[config.mk]
export PLATFORM = sky130hd
export DESIGN_NAME = calc1_req_sched
export DESIGN_NICKNAME = d
export VERILOG_FILES = /design/src/rtl/calc1_pkg.sv /design/src/rtl/calc1_port_capture.sv /design/src/rtl/calc1_req_sched.sv
export SDC_FILE = /design/constraint.sdc
export NUM_CORES = 1
export LEC_CHECK = 0
export ABC_AREA = 1
export CAP_MARGIN = 40
export CORE_AREA = 2 2 228 230
export CTS_BUF_LIST = sky130_fd_sc_hd__clkbuf_4 sky130_fd_sc_hd__clkbuf_8
export CTS_CLUSTER_SIZE = 24
export DETAILED_ROUTE_END_ITERATION = 10
export DIE_AREA = 0 0 230 232
export PLACE_DENSITY = 0.74
export SETUP_SLACK_MARGIN = 0.15
export SYNTH_ARGS = -nofsm -noshare
export SYNTH_HDL_FRONTEND = slang
export SYNTH_SLANG_ARGS = --single-unit
export TNS_END_PERCENT = 20
[constraint.sdc]
create_clock -name c_clk -period 31.6 [get_ports c_clk]
set_input_delay 4.74 -clock c_clk [delete_from_list [all_inputs] [get_ports c_clk]]
set_output_delay 4.74 -clock c_clk [all_outputs]
set_load 0.03 [all_outputs]
[src/rtl/calc1_pkg.sv]
// calc1_pkg: shared types for the calc1 request scheduler.
//   - command / response encodings
//   - per-port capture FSM state
//   - port tag type (0..3 = requester 1..4) and captured-request struct
//   - cmd_is_valid(): commands the shared ALU can execute
package calc1_pkg;

  localparam int NUM_PORTS = 4;
  localparam int DATA_W    = 32;

  typedef logic [1:0] tag_t;

  typedef enum logic [3:0] {
    CMD_NONE = 4'd0,
    CMD_ADD  = 4'd1,
    CMD_SUB  = 4'd2,
    CMD_SHL  = 4'd5,
    CMD_SHR  = 4'd6
  } cmd_e;

  typedef enum logic [1:0] {
    RESP_NONE = 2'd0,
    RESP_OK   = 2'd1,
    RESP_ERR  = 2'd2
  } resp_e;

  typedef enum logic [1:0] {
    ST_IDLE = 2'd0,
    ST_OP2  = 2'd1,
    ST_PEND = 2'd2
  } port_state_e;

  typedef struct packed {
    logic [3:0]        cmd;
    logic [DATA_W-1:0] op1;
    logic [DATA_W-1:0] op2;
  } req_t;

  function automatic logic cmd_is_valid(input logic [3:0] cmd);
    case (cmd)
      CMD_ADD, CMD_SUB, CMD_SHL, CMD_SHR: return 1'b1;
      default:                            return 1'b0;
    endcase
  endfunction

endpackage

[src/rtl/calc1_port_capture.sv]
// calc1_port_capture: per-requester command capture FSM (IDLE -> OP2 -> PEND -> IDLE).
// Ports:
//   c_clk, reset  - clock, async active-high reset
//   cmd_i, data_i - requester command / operand bus
//   blk_i         - response being driven this cycle; hold off a new command
//   issue_i       - scheduler granted this port to the ALU (only while PEND)
//   release_i     - request finished (ALU done, timeout or rejected command)
//   state_o       - current FSM state
//   issued_o      - request is in flight at the ALU
//   req_o         - captured command and operands
module calc1_port_capture
  import calc1_pkg::*;
(
  input  logic              c_clk,
  input  logic              reset,
  input  logic [3:0]        cmd_i,
  input  logic [DATA_W-1:0] data_i,
  input  logic              blk_i,
  input  logic              issue_i,
  input  logic              release_i,
  output port_state_e       state_o,
  output logic              issued_o,
  output req_t              req_o
);

  port_state_e state_q;
  logic        issued_q;
  req_t        req_q;

  always_ff @(posedge c_clk or posedge reset) begin
    if (reset) begin
      state_q  <= ST_IDLE;
      issued_q <= 1'b0;
      req_q    <= '0;
    end else begin
      case (state_q)
        ST_IDLE: begin
          if (cmd_i != '0 && !blk_i) begin
            req_q.cmd <= cmd_i;
            req_q.op1 <= data_i;
            state_q   <= ST_OP2;
          end
        end
        ST_OP2: begin
          req_q.op2 <= data_i;
          state_q   <= ST_PEND;
        end
        ST_PEND: begin
          // commands arriving here are ignored: one outstanding per port
          if (issue_i) issued_q <= 1'b1;
          if (release_i) begin
            state_q  <= ST_IDLE;
            issued_q <= 1'b0;
          end
        end
        default: state_q <= ST_IDLE;
      endcase
    end
  end

  assign state_o  = state_q;
  assign issued_o = issued_q;
  assign req_o    = req_q;

endmodule

[src/rtl/calc1_req_sched.sv]
// calc1_req_sched: four requesters share one ALU, round-robin, one op in flight.
// Ports:
//   c_clk, reset                      - clock, async active-high reset
//   reqN_cmd_in / reqN_data_in        - requester N command, op1 then op2 on data
//   out_respN / out_dataN             - one-cycle response to requester N
//   alu_valid_out, alu_cmd/op1/op2/tag_out - one-cycle issue to the ALU
//   alu_done_in, alu_resp/data/tag_in - ALU completion with echoed tag
// Optional: define CALC1_SCHED_TIMEOUT_EN to abort an ALU op after
// TIMEOUT_CYCLES busy cycles with an error response.
module calc1_req_sched
  import calc1_pkg::*;
#(
  parameter int TIMEOUT_CYCLES = 64
) (
  input  logic        c_clk,
  input  logic        reset,
  input  logic [3:0]  req1_cmd_in,
  input  logic [3:0]  req2_cmd_in,
  input  logic [3:0]  req3_cmd_in,
  input  logic [3:0]  req4_cmd_in,
  input  logic [31:0] req1_data_in,
  input  logic [31:0] req2_data_in,
  input  logic [31:0] req3_data_in,
  input  logic [31:0] req4_data_in,
  output logic [1:0]  out_resp1,
  output logic [1:0]  out_resp2,
  output logic [1:0]  out_resp3,
  output logic [1:0]  out_resp4,
  output logic [31:0] out_data1,
  output logic [31:0] out_data2,
  output logic [31:0] out_data3,
  output logic [31:0] out_data4,
  output logic        alu_valid_out,
  output logic [3:0]  alu_cmd_out,
  output logic [31:0] alu_op1_out,
  output logic [31:0] alu_op2_out,
  output logic [1:0]  alu_tag_out,
  input  logic        alu_done_in,
  input  logic [1:0]  alu_resp_in,
  input  logic [31:0] alu_data_in,
  input  logic [1:0]  alu_tag_in
);

  logic [NUM_PORTS-1:0][3:0]        cmd_in;
  logic [NUM_PORTS-1:0][DATA_W-1:0] data_in;
  assign cmd_in  = {req4_cmd_in, req3_cmd_in, req2_cmd_in, req1_cmd_in};
  assign data_in = {req4_data_in, req3_data_in, req2_data_in, req1_data_in};

  port_state_e           st [NUM_PORTS];
  logic [NUM_PORTS-1:0]  issued, elig, inv_rel, done_rel, tmo_rel, release_v, issue_oh;
  req_t [NUM_PORTS-1:0]  req;

  logic                  busy_q, busy_d;
  tag_t                  ptr_q, ptr_d;
  tag_t                  btag_q, btag_d;   // tag of the op currently at the ALU
  logic                  alu_vld_q, alu_vld_d;
  req_t                  alu_req_q, alu_req_d;
  tag_t                  alu_tag_q, alu_tag_d;
  logic [NUM_PORTS-1:0][1:0]        resp_q, resp_d;
  logic [NUM_PORTS-1:0][DATA_W-1:0] data_q, data_d;
  logic [NUM_PORTS-1:0]  rblk_q, rblk_d;   // response on the wire this cycle

  tag_t                  win, idx;
  logic                  win_found, issue, done_ok, tmo_fire;

  for (genvar g = 0; g < NUM_PORTS; g++) begin : g_port
    calc1_port_capture u_cap (
      .c_clk     (c_clk),
      .reset     (reset),
      .cmd_i     (cmd_in[g]),
      .data_i    (data_in[g]),
      .blk_i     (rblk_q[g]),
      .issue_i   (issue_oh[g]),
      .release_i (release_v[g]),
      .state_o   (st[g]),
      .issued_o  (issued[g]),
      .req_o     (req[g])
    );
    assign elig[g]    = (st[g] == ST_PEND) && !issued[g] && cmd_is_valid(req[g].cmd);
    // unsupported commands never reach the ALU; they are answered directly
    assign inv_rel[g] = (st[g] == ST_PEND) && !cmd_is_valid(req[g].cmd);
  end

  // round-robin search starting at the pointer
  always_comb begin
    win       = ptr_q;
    win_found = 1'b0;
    idx       = '0;
    for (int k = 0; k < NUM_PORTS; k++) begin
      idx = ptr_q + tag_t'(k);
      if (!win_found && elig[idx]) begin
        win       = idx;
        win_found = 1'b1;
      end
    end
  end

  assign issue    = !busy_q && win_found;
  assign issue_oh = issue ? (NUM_PORTS'(1) << win) : '0;
  // a done whose tag is not the in-flight port is stale and dropped
  assign done_ok  = alu_done_in && busy_q && issued[alu_tag_in];
  assign done_rel = done_ok ? (NUM_PORTS'(1) << alu_tag_in) : '0;
  assign tmo_rel  = tmo_fire ? (NUM_PORTS'(1) << btag_q) : '0;
  assign release_v = done_rel | tmo_rel | inv_rel;

`ifdef CALC1_SCHED_TIMEOUT_EN
  localparam int CNT_W = $clog2(TIMEOUT_CYCLES + 1);
  logic [CNT_W-1:0] tmo_cnt_q;

  // counts edges since issue; fires on the TIMEOUT_CYCLES-th busy edge
  always_ff @(posedge c_clk or posedge reset) begin
    if (reset)        tmo_cnt_q <= '0;
    else if (!busy_q) tmo_cnt_q <= '0;
    else              tmo_cnt_q <= tmo_cnt_q + CNT_W'(1);
  end

  assign tmo_fire = busy_q && !done_ok && (tmo_cnt_q == CNT_W'(TIMEOUT_CYCLES - 1));
`else
  // parameter kept so both builds share one instantiation
  logic unused_tmo_cfg;
  assign unused_tmo_cfg = ^TIMEOUT_CYCLES;
  assign tmo_fire       = 1'b0;
`endif

  always_comb begin
    busy_d    = busy_q;
    ptr_d     = ptr_q;
    btag_d    = btag_q;
    alu_vld_d = 1'b0;
    alu_req_d = '0;
    alu_tag_d = '0;
    // issue needs an idle ALU and done/timeout need a busy one, so never both
    if (issue) begin
      busy_d    = 1'b1;
      ptr_d     = win + tag_t'(1);
      btag_d    = win;
      alu_vld_d = 1'b1;
      alu_req_d = req[win];
      alu_tag_d = win;
    end else if (done_ok || tmo_fire) begin
      busy_d = 1'b0;
    end
    for (int p = 0; p < NUM_PORTS; p++) begin
      resp_d[p] = RESP_NONE;
      data_d[p] = '0;
      if (done_rel[p]) begin
        resp_d[p] = alu_resp_in;
        data_d[p] = alu_data_in;
      end else if (tmo_rel[p] || inv_rel[p]) begin
        resp_d[p] = RESP_ERR;
      end
    end
    rblk_d = release_v;
  end

  always_ff @(posedge c_clk or posedge reset) begin
    if (reset) begin
      busy_q    <= 1'b0;
      ptr_q     <= '0;
      btag_q    <= '0;
      alu_vld_q <= 1'b0;
      alu_req_q <= '0;
      alu_tag_q <= '0;
      resp_q    <= '0;
      data_q    <= '0;
      rblk_q    <= '0;
    end else begin
      busy_q    <= busy_d;
      ptr_q     <= ptr_d;
      btag_q    <= btag_d;
      alu_vld_q <= alu_vld_d;
      alu_req_q <= alu_req_d;
      alu_tag_q <= alu_tag_d;
      resp_q    <= resp_d;
      data_q    <= data_d;
      rblk_q    <= rblk_d;
    end
  end

  assign alu_valid_out = alu_vld_q;
  assign alu_cmd_out   = alu_req_q.cmd;
  assign alu_op1_out   = alu_req_q.op1;
  assign alu_op2_out   = alu_req_q.op2;
  assign alu_tag_out   = alu_tag_q;
  assign out_resp1     = resp_q[0];
  assign out_resp2     = resp_q[1];
  assign out_resp3     = resp_q[2];
  assign out_resp4     = resp_q[3];
  assign out_data1     = data_q[0];
  assign out_data2     = data_q[1];
  assign out_data3     = data_q[2];
  assign out_data4     = data_q[3];

endmodule

==> results.py <==
metrics = {
    "outcome": {
        "status": "finished clean",
    },
    "clock_tree": {
        "worstSkewPairLatency_ns": 0.67,
        "cts.htree.levels": 3,
        "cts_resized": 0,
        "tritoncts": "built",
        "path_clk_slew_ns": 0.06,
        "post-cts-setup-buffers": 0,
        "hold_buffers": 0,
        "cts_buffer_depth": 3,
        "numCtsBuffers": 84,
        "clock-root-buffer": "clkbuf_8",
        "numClockSinks": 498,
    },
    "timing": {
        "relSlewSlack": 0.331,
        "worst_slack_ns": 24.88,
        "fin_setup_tns_ns": 0,
        "clock.fmax_mhz": 149,
        "hold_viol_final": 0,
        "setup_violations": 0,
        "grt_setup_unrepaired": "no",
        "slew_violations": 0,
        "period_minus_slack_ns": 6.72,
        "finalClockSkew_ns": 0.0285,
        "post-route-period-util": 0.213,
        "tightest_slew_ns": 1.00,
    },
    "pwr": {
        "ir_worst_vdd_mv": 0.0802,
        "p_leak_uw": 0.0133,
        "powerDensity_nw_per_um2": 106,
        "fin_total_pwr_uw": 2840,
    },
    "synthesis": {
        "synth_ff_type": "dfrtp_1",
        "ys_types": 31,
        "ys_ff_latch": 498,
        "synthesis.area_sq_um": 20200,
        "ys_top_cells_by_area": "dfrtp_1 62%, nand2_1 13%, o21ai_0 6.9%",
        "ys.warnings.count": 0,
        "syn_avg_cell_area_sq_um": 8.88,
        "synth_edf_count": 0,
        "yosysTopAreaCellShare": 0.617,
        "synth_fp_nets": 2456,
        "yosysSeqAreaShare": 0.617,
        "synth_area_leader_cell": "dfrtp_1",
        "syn_inst": 2273,
        "synthArstFlopShare": 1.00,
    },
    "die": {
        "io_pins": 390,
        "rows": 83,
        "die_w_um": 230,
        "core_area_sq_um": 50900,
        "initial_core_util": 0.397,
        "die_y_um": 232,
        "die_area_sq_um": 53400,
    },
    "global_route": {
        "grt_pass1_vias": 16400,
        "antenna_found_initial": 6,
        "grt_use_total": 0.232,
        "grt_start_max_net_pins": 190,
        "grt_pass1_wl_mm": 95.8,
        "overflow": 0,
    },
    "worst_setup_path": {
        "cp-start-kind": "input port",
        "end_kind": "async pin",
        "critPathKind": "in2async",
        "path_max_fanout": 189,
        "critPathArrivalTime_ns": 7.52,
        "required_ns": 32.40,
    },
    "routing": {
        "wl_per_cell_um": 18.4,
        "via_count": 16800,
        "drtAntennaViolNets": 0,
        "via_per_inst": 4.96,
        "wl_mm": 62.3,
        "drtIter0Drc": 1604,
        "dr.pass1.iters": 6,
        "drc": 0,
    },
    "placement": {
        "dpl.hpwl_mm": 42.8,
        "routabilityCongestion": 0.881,
        "placed_area_sq_um": 24800,
        "dp.cells": 3237,
        "dp_slack_ns": 24.12,
        "port-buffer-count": 389,
    },
    "layout": {
        "final_cells": 3392,
        "syn2layout_area_growth_pct": 32.0,
        "final_common_cell": "nand2_1",
        "final_cell_mix": "714 x nand2_1, 498 x dfrtp_1, 389 x clkdlybuf4s50_1, 278 x o21ai_0, 205 x inv_1",
        "final_area_sq_um": 26600,
        "drive_above_1_share": 0.0890,
        "layout.nets": 2826,
    },
    "flow_run": {
        "maxCapViolCount": 0,
    },
    "hold_path": {
        "min-delay-path-class": "reg2reg",
    },
}
cells by family after synthesis:
group | after synthesis | synth area share
xor gates and xnor gates | 1 | 0.00136
and+or+nand+nor | 1064 | 0.216
DFF | 498 | 0.617
buffers and inverters | 352 | 0.0722
other | 1 | 0.000186
AOI/OAI and AO/OA | 357 | 0.0936
worst max-delay path, cell delays in order:
cell	delay, ns
clkdlybuf4s50_1	0.49
inv_8	0.17
buf_16	0.45
buf_12	0.76
buf_4	0.41
buf_16	0.32
where the power goes:
group          leakage (uW)  total [uW]  internal [uW]  switching (uW)
Sequential          0.00645         995            869             126
Clock               0.00100         631            365             266
Combinational       0.00586        1210            366             843
Total                0.0133        2840           1600            1240
routing by layer:
metal  share of wire  track usage
met3           0.072       0.0505
met5         0.00043            0
met2            0.46        0.348
met1            0.43        0.324
met4           0.042        0.107
final timing paths:
check                      cells after the start  slack [ns]                      start                         to
min reg2reg                                    2        0.48  g_port[3].u_cap.req_o[36]  g_port[3].u_cap.req_o[36]
min in group asynchronous                      2        4.40                      reset  g_port[0].u_cap.req_o[30]
max reg2reg                                   14       27.79                   ptr_q[0]             alu_op2_out[0]
max in group c_clk                            12       24.90              alu_tag_in[1]   g_port[3].u_cap.issued_o
min                                            2        0.48  g_port[3].u_cap.req_o[36]  g_port[3].u_cap.req_o[36]
max                                            6       24.88                      reset  g_port[1].u_cap.req_o[23]
flip-flops by register name, indices dropped and copies added, names as in the netlist, 4 cells and up:
name and cells:
alu_cmd_out 4, alu_op1_out 32, alu_op2_out 32, g_port.u_cap.issued_o 4
g_port.u_cap.req_o 272, g_port.u_cap.state_o 8, out_data1 32, out_data2 32
out_data3 32, out_data4 32, rblk_q 4
synthesized netlist by cell type, types with 2 or more instances:
master	instances
nand2_1	719
dfrtp_1	498
o21ai_0	278
inv_1	206
nand3_1	159
nor2_1	150
clkbuf_1	78
a21oi_1	50
buf_2	34
a21oi_2	25
buf_4	11
nand4_1	10
inv_2	9
nand2_2	9
buf_6	7
nor3_1	5
clkinv_1	4
buf_1	3
nand2_4	3
or2_2	3
nand3_4	2
through the flow:
| stage | util | hold WS [ns] |
|---|---|---|
| floorplan | - | 0.453 |
| global placement | 0.481 | 0.466 |
| detailed placement | 0.487 | 0.473 |
| CTS | 0.523 | 0.487 |
| global route | 0.524 | 0.503 |
| finish | 0.524 | 0.483 |
final cells by class:
| type | count | area, sq um |
|---|---|---|
| Clock buffer | 136 | 1680 |
| Timing Repair Buffer | 417 | 4330 |
| Sequential cell | 498 | 12500 |
| Clock inverter | 15 | 196 |
| Multi-Input combinational cell | 1423 | 6290 |
| Tap cell | 680 | 851 |
| Inverter | 219 | 830 |
| Fill cell | 4536 | 24200 |
| Antenna cell | 4 | 10.0 |
Note: power is estimated with default switching activity, not from simulation.
